--- src/rtl/mips_ctrl_pkg.sv ---
// Shared definitions for the multi-cycle MIPS sequencer.
//   state_t        : sequencer state encoding (also the 3-bit `state` output)
//   OP_* / FN_* /  : opcode, funct and REGIMM rt constants used by the
//   RT_*             instruction class decoder
package mips_ctrl_pkg;

  typedef enum logic [2:0] {
    S_FETCH = 3'd0,
    S_EXEC  = 3'd1,
    S_MEM   = 3'd2,
    S_WB    = 3'd3,
    S_HALT  = 3'd4
  } state_t;

  // Primary opcodes
  localparam logic [5:0] OP_SPECIAL = 6'h00;
  localparam logic [5:0] OP_REGIMM  = 6'h01;
  localparam logic [5:0] OP_JAL     = 6'h03;
  localparam logic [5:0] OP_ADDI    = 6'h08;  // first of the I-type ALU range
  localparam logic [5:0] OP_ANDI    = 6'h0C;  // first zero-extended immediate op
  localparam logic [5:0] OP_LUI     = 6'h0F;  // last of both ranges above
  localparam logic [5:0] OP_LB      = 6'h20;  // first load
  localparam logic [5:0] OP_LWR     = 6'h26;  // last load
  localparam logic [5:0] OP_SB      = 6'h28;
  localparam logic [5:0] OP_SH      = 6'h29;
  localparam logic [5:0] OP_SW      = 6'h2B;

  // SPECIAL funct codes that write no GPR
  localparam logic [5:0] FN_JR      = 6'h08;
  localparam logic [5:0] FN_MTHI    = 6'h11;
  localparam logic [5:0] FN_MTLO    = 6'h13;
  localparam logic [5:0] FN_MULT    = 6'h18;
  localparam logic [5:0] FN_DIVU    = 6'h1B;

  // REGIMM link variants (write $ra)
  localparam logic [4:0] RT_BLTZAL  = 5'h10;
  localparam logic [4:0] RT_BGEZAL  = 5'h11;

  function automatic logic is_zero_ext_op(input logic [5:0] op);
    return op inside {[OP_ANDI:OP_LUI]};
  endfunction

endpackage

--- src/rtl/instr_class_decoder.sv ---
// Combinational classification of the latched instruction word.
//   instr    : instruction register contents
//   is_load  : opcode 0x20-0x26
//   is_store : opcode 0x28, 0x29, 0x2B
//   has_dest : instruction writes a GPR in WB
//   ext_zero : 1 selects the zero-extended immediate (ANDI/ORI/XORI/LUI)
module instr_class_decoder
  import mips_ctrl_pkg::*;
(
  input  logic [31:0] instr,
  output logic        is_load,
  output logic        is_store,
  output logic        has_dest,
  output logic        ext_zero
);

  logic [5:0] op;
  logic [5:0] funct;
  logic [4:0] rt;
  logic       unused_fields;

  assign op    = instr[31:26];
  assign rt    = instr[20:16];
  assign funct = instr[5:0];
  assign unused_fields = ^{instr[25:21], instr[15:6]};

  assign is_load  = op inside {[OP_LB:OP_LWR]};
  assign is_store = op inside {OP_SB, OP_SH, OP_SW};
  assign ext_zero = is_zero_ext_op(op);

  always_comb begin
    has_dest = 1'b0;
    if (op == OP_SPECIAL)
      has_dest = !(funct inside {FN_JR, FN_MTHI, FN_MTLO, [FN_MULT:FN_DIVU]});
    else if (op inside {[OP_ADDI:OP_LUI]})
      has_dest = 1'b1;
    else if (is_load)
      has_dest = 1'b1;
    else if (op == OP_JAL)
      has_dest = 1'b1;
    else if (op == OP_REGIMM)
      has_dest = rt inside {RT_BLTZAL, RT_BGEZAL};
  end

endmodule

--- src/rtl/mips_seq_ctrl.sv ---
// Multi-cycle MIPS sequencer: FETCH -> EXEC -> [MEM] -> WB, halting when the
// PC reaches 0.
//   clk, reset   : rising-edge clock, asynchronous active-high reset
//   waitrequest  : memory stall, honoured in FETCH and MEM
//   readdata     : instruction word during FETCH
//   pc_zero      : PC == 0, checked in FETCH (priority over waitrequest)
//   state        : current state encoding
//   active       : 0 once halted
//   instr        : instruction register
//   ext_zero     : immediate extender select (1 = zero extend)
//   read, write  : memory strobes
//   ir_write, pc_write, reg_write : datapath enables
module mips_seq_ctrl
  import mips_ctrl_pkg::*;
#(
  parameter state_t RESET_STATE = S_FETCH
) (
  input  logic        clk,
  input  logic        reset,
  input  logic        waitrequest,
  input  logic [31:0] readdata,
  input  logic        pc_zero,
  output logic [2:0]  state,
  output logic        active,
  output logic [31:0] instr,
  output logic        ext_zero,
  output logic        read,
  output logic        write,
  output logic        ir_write,
  output logic        pc_write,
  output logic        reg_write
);

  state_t cur, nxt;
  logic   ir_load;
  logic   is_load, is_store, has_dest;

  instr_class_decoder u_decoder (
    .instr    (instr),
    .is_load  (is_load),
    .is_store (is_store),
    .has_dest (has_dest),
    .ext_zero (ext_zero)
  );

  assign ir_load = (cur == S_FETCH) && !pc_zero && !waitrequest;

  always_ff @(posedge clk or posedge reset) begin
    if (reset) begin
      cur   <= RESET_STATE;
      instr <= '0;
    end else begin
      cur <= nxt;
      if (ir_load)
        instr <= readdata;
    end
  end

  always_comb begin
    nxt       = cur;
    read      = 1'b0;
    write     = 1'b0;
    ir_write  = 1'b0;
    pc_write  = 1'b0;
    reg_write = 1'b0;
    case (cur)
      S_FETCH: begin
        if (pc_zero) begin
          nxt = S_HALT;
        end else begin
          read     = 1'b1;
          ir_write = !waitrequest;
          if (!waitrequest)
            nxt = S_EXEC;
        end
      end
      S_EXEC:
        nxt = (is_load || is_store) ? S_MEM : S_WB;
      S_MEM: begin
        read  = is_load;
        write = is_store;
        if (!waitrequest)
          nxt = S_WB;
      end
      S_WB: begin
        pc_write  = 1'b1;
        reg_write = has_dest;
        nxt       = S_FETCH;
      end
      S_HALT:
        nxt = S_HALT;
      default:
        nxt = S_HALT;
    endcase
    // Strobes are combinational, so gate them here to keep them quiet for
    // the whole reset pulse, not just after the register clears.
    if (reset) begin
      read      = 1'b0;
      write     = 1'b0;
      ir_write  = 1'b0;
      pc_write  = 1'b0;
      reg_write = 1'b0;
    end
  end

  assign state  = cur;
  assign active = cur inside {S_FETCH, S_EXEC, S_MEM, S_WB};

endmodule

--- config.mk ---
export PLATFORM = sky130hd
export DESIGN_NAME = mips_seq_ctrl
export DESIGN_NICKNAME = d
export VERILOG_FILES = /design/src/rtl/mips_ctrl_pkg.sv /design/src/rtl/instr_class_decoder.sv /design/src/rtl/mips_seq_ctrl.sv
export SDC_FILE = /design/constraint.sdc
export NUM_CORES = 1
export LEC_CHECK = 0
export ABC_AREA = 1
export CORE_MARGIN = 5
export CORE_UTILIZATION = 30
export DETAILED_ROUTE_END_ITERATION = 12
export GPL_ROUTABILITY_DRIVEN = 0
export PLACE_DENSITY = 0.67
export SLEW_MARGIN = 20
export SYNTH_ARGS = -nofsm -noshare
export SYNTH_HDL_FRONTEND = slang
export SYNTH_HIERARCHICAL = 1
export SYNTH_SLANG_ARGS = --single-unit
--- constraint.sdc ---
create_clock -name clk -period 3.1 [get_ports clk]
set_input_delay 0.62 -clock clk [delete_from_list [all_inputs] [get_ports clk]]
set_output_delay 0.62 -clock clk [all_outputs]
set_load 0.02 [all_outputs]
==> results of run 1 <==
tightest hold or removal path, delay by kind of cell, from the launching register on:
family,cells,cell delay (ns)
flops,1,0.34
compound gates,1,0.05
simple gates,1,0.06
where the power goes:
group / switching, uW / internal, uW / leakage [uW]
registers: 0 / 457 / 0.000484
logic: 24.9 / 42.1 / 0.000730
clock network: 141 / 150 / 0.0000371
total: 166 / 648 / 0.00125
layout by cell type, fill, tap and decap left out, drive strengths merged:
cell	instances
a21oi	2
and2	1
buf	2
clkbuf	6
clkdlybuf4s50	77
dfrtp	35
inv	42
nand2	49
nand3	5
nand4	3
nor2	17
nor3	1
o21ai	32
o21bai	1
o31ai	1
or2	2
worst max-delay path by stage:
| stage | startpoint | endpoint | cells after the start |
|---|---|---|---|
| after floorplan | reset | write | 3 |
| after global placement | reset | reg_write | 4 |
| after detailed placement | reset | reg_write | 4 |
| after CTS | reset | reg_write | 4 |
| after global routing | reset | reg_write | 4 |
| final | reset | reg_write | 4 |
state kept, by name (all words and copies together), names as in the netlist:
signal  cells
instr      32
state       3
layout make-up:
cell class,instances,area (um^2)
multi-input cells,114,614
fillers,538,2980
well taps,72,90.1
clock buffers,6,72.6
inverters,42,158
repair buffers,79,786
flip-flops and latches,35,876
through the flow:
stage	utilization [%]	std cells	total power [uW]	cell area (um^2)	setup WS, ns
after floorplan	-	198	484	1750	0.678
after global placement	45.3	342	533	2520	0.431
after detailed placement	45.3	342	533	2520	0.368
after CTS	46.6	348	832	2600	0.363
after global routing	46.6	348	857	2600	0.304
final	46.6	348	814	2600	0.354
metal layers:
layer,vias up,track usage (%),wire length (um),share of wire [%]
met2,53,17.6,1850,47
met4,0,2.97,26,0.67
met5,-,0,0,0
met1,650,12.3,1620,42
met3,5,5.04,402,10
li1,756,-,-,-
cell families (layout without fill, tap and decap cells):
logic type	Yosys count	in the layout
simple gates	78	78
buf+inv	49	127
compound gates	36	36
flops	35	35
==> summary.md, run 1 <==
The run finished with clean final reports. The cell at the root of the clock tree was sky130_fd_sc_hd__clkbuf_8. The cell count after synthesis came out at 198. The run gives 31.4% as the effective utilization at floorplan. The ratio of cells with drive above 1 in the final layout was 14.5%; the fraction of the yosys area taken by sequential cells was 50.0%. Power spread over the standard cell area amounts to 314 nW/um^2.

sky130_fd_sc_hd__dfrtp_1 takes more of the synthesized area than any other cell. After global routing the overflow that remains totals 0. The logs give 1.57 ns for the flop-to-flop setup slack and 2 for the maximum clock insertion buffer count. The routed design has 3890 um of wire.

Summing the areas of all xor and xnor instances in the mapped netlist gives 0% of the synthesized area. For this run, the top clock speed supported by timing is 0.364 GHz. The worst hold path terminates at instr[11].

In the global route stage, overall resource usage came out at 10.6%. Data on the critical path is required at its endpoint by 2.48 ns. The simple logic cell fraction of the synthesized area was 19.2%. In the routed layout, each cell is associated on average with a via count of 4.21.

The net count of the finished layout is 313. The logs give 35 for the number of sinks on the clock net and 0 for the final antenna diode count. Between clock sinks in the finished design, the worst skew comes to 0.00497 ns. Summed over all cells, the static leakage comes to 0.00125 uW.

The hold path startpoint was instr[11]. Broken down by cell family, the worst path's largest delay share belongs to buffers and inverters. Biggest cell delay along the critical path: 0.59 ns. The area share of the largest cell type after synthesis works out to 50.0%. The endpoint of the worst-slack reg-to-reg timing path is instr[31]. The placeable core region is 5570 um^2.

The critical path goes through clkdlybuf4s50_1 -> nor3_1 -> and2_1 -> clkdlybuf4s50_1. The multiplexer fraction of the synthesized cell area works out to 0%. Setup repair after global routing left no endpoint under its margin. In this design, the critical path's most frequently occurring cell is sky130_fd_sc_hd__clkdlybuf4s50_1. The first global-routing pass estimated 6330 um of wire. The number of primary I/O pins is 78. The CTS H-tree depth came out at 2.

For the pin with the worst max-slew slack, the measured transition is 0.764 ns. In this run, post-CTS hold repair placed 0 buffers. Entering global routing, the biggest net connects 65 pins. Kind of start point of the critical path: a primary input. The violation count after the first detailed-routing iteration is 40.

Summing every instance area after synthesis gives 1750 um^2. When the netlist entered floorplanning its net count stood at 234. Once detailed placement completed, the half-perimeter wirelength came to 2910 um. Input and output buffers added on the ports amount to 77. After synthesis, the share of flip-flops with an asynchronous set or reset is 100%.

Yosys printed 6 warnings. The number of antenna violations at the first check in global routing is 0, and the mean instance size in the synthesized netlist is 8.84 um^2. The number of cells on the worst reg-to-reg path is 5. The tools report the worst hold margin as 0.479 ns. The worst register-to-register path begins at state[0]. The initialized floorplan defines 27 standard-cell rows. Once detail routing completed, the nets flagged for antenna violations numbered 0. The post-synthesis adder-cell area fraction is 0%.

The buffering stage count on the worst path with inverters included was 2. Ranked by total cell area, the synthesized netlist is headed by sky130_fd_sc_hd__dfrtp_1 50%, sky130_fd_sc_hd__o21ai_2 13%, sky130_fd_sc_hd__nand2_1 10%. After clock tree synthesis, the setup repair step added 0 buffers. Highest net fanout along the worst path: 4. Critical path class: in2out.

Number of pins exceeding their max-slew limit in the final report: 0. After detailed routing, the number of remaining DRC violations is 0. Measured along the x axis, the die boundary spans 86.4 um. Measured against its own limit, the worst slew margin works out to 49.1%. Setup total negative slack on the finished layout was measured at 0 ns. The compound-gate portion of the synthesized area was 15.9%.

Setup violations remaining at the end of the flow were counted as 0. Dividing the final minimum period by the clock period gives 88.6%. The detailed-route wire length per cell is 11.2 um.

The most used flip-flop cell after synthesis is sky130_fd_sc_hd__dfrtp_1. Data arrives at the worst endpoint at 2.13 ns. Synthesis instantiated 24 different standard cells from the library. Final critical-path required period: 2.75 ns.

The signed area change from the synthesized netlist to the final layout is 48.3%. Ranked by instance count, the synthesized netlist is headed by 47 x sky130_fd_sc_hd__nand2_1, 40 x sky130_fd_sc_hd__inv_1, 35 x sky130_fd_sc_hd__dfrtp_1. After synthesis, the largest family of logic cells by area is simple AND/OR/NAND/NOR gates.

The library cell with the highest instance count after synthesis is sky130_fd_sc_hd__nand2_1. TritonCTS built the clock tree. Number of failing hold endpoints at the final stage: 0.

Path type of the worst min-delay path: reg2reg. From bottom edge to top edge, the die measures 86.4 um. Clock-pin slew was measured on the worst setup and hold paths at 0.06 ns. The routed layout has 1464 vias.

The tools report the worst voltage drop across the vdd grid as 0.142 mV. The worst hold path was traced through 2 stages. The post-synthesis sequential element count works out to 35. For the count of cells resized by post-cts repair, the log shows 0. First-pass iteration count of the detailed router: 4.

The number of enable-type register cells in the synthesized netlist is 0, and the number of global-route vias before repair is 1388. The die covers 7460 um^2. The tool flagged a number of max-cap violations equal to 0.

The type of destination of the critical path is a primary output. Counting the buffers created by CTS gives 5. On the critical path, the stage with the largest delay is an instance of sky130_fd_sc_hd__clkdlybuf4s50_1. The run gives 0.27 ns as the insertion delay of the later-clocked pin in the worst-skew pair.
(Power assumes the default switching activity.)
==> run 2, diff against run 1 <==
--- a/config.mk
+++ b/config.mk
@@ -6,6 +6,7 @@
 export NUM_CORES = 1
 export LEC_CHECK = 0
 export ABC_AREA = 1
+export CAP_MARGIN = 20
 export CORE_MARGIN = 5
 export CORE_UTILIZATION = 30
 export DETAILED_ROUTE_END_ITERATION = 12
==> results of run 2 <==
Same layout as run 1: the final DEF is identical, and so are final timing and power.
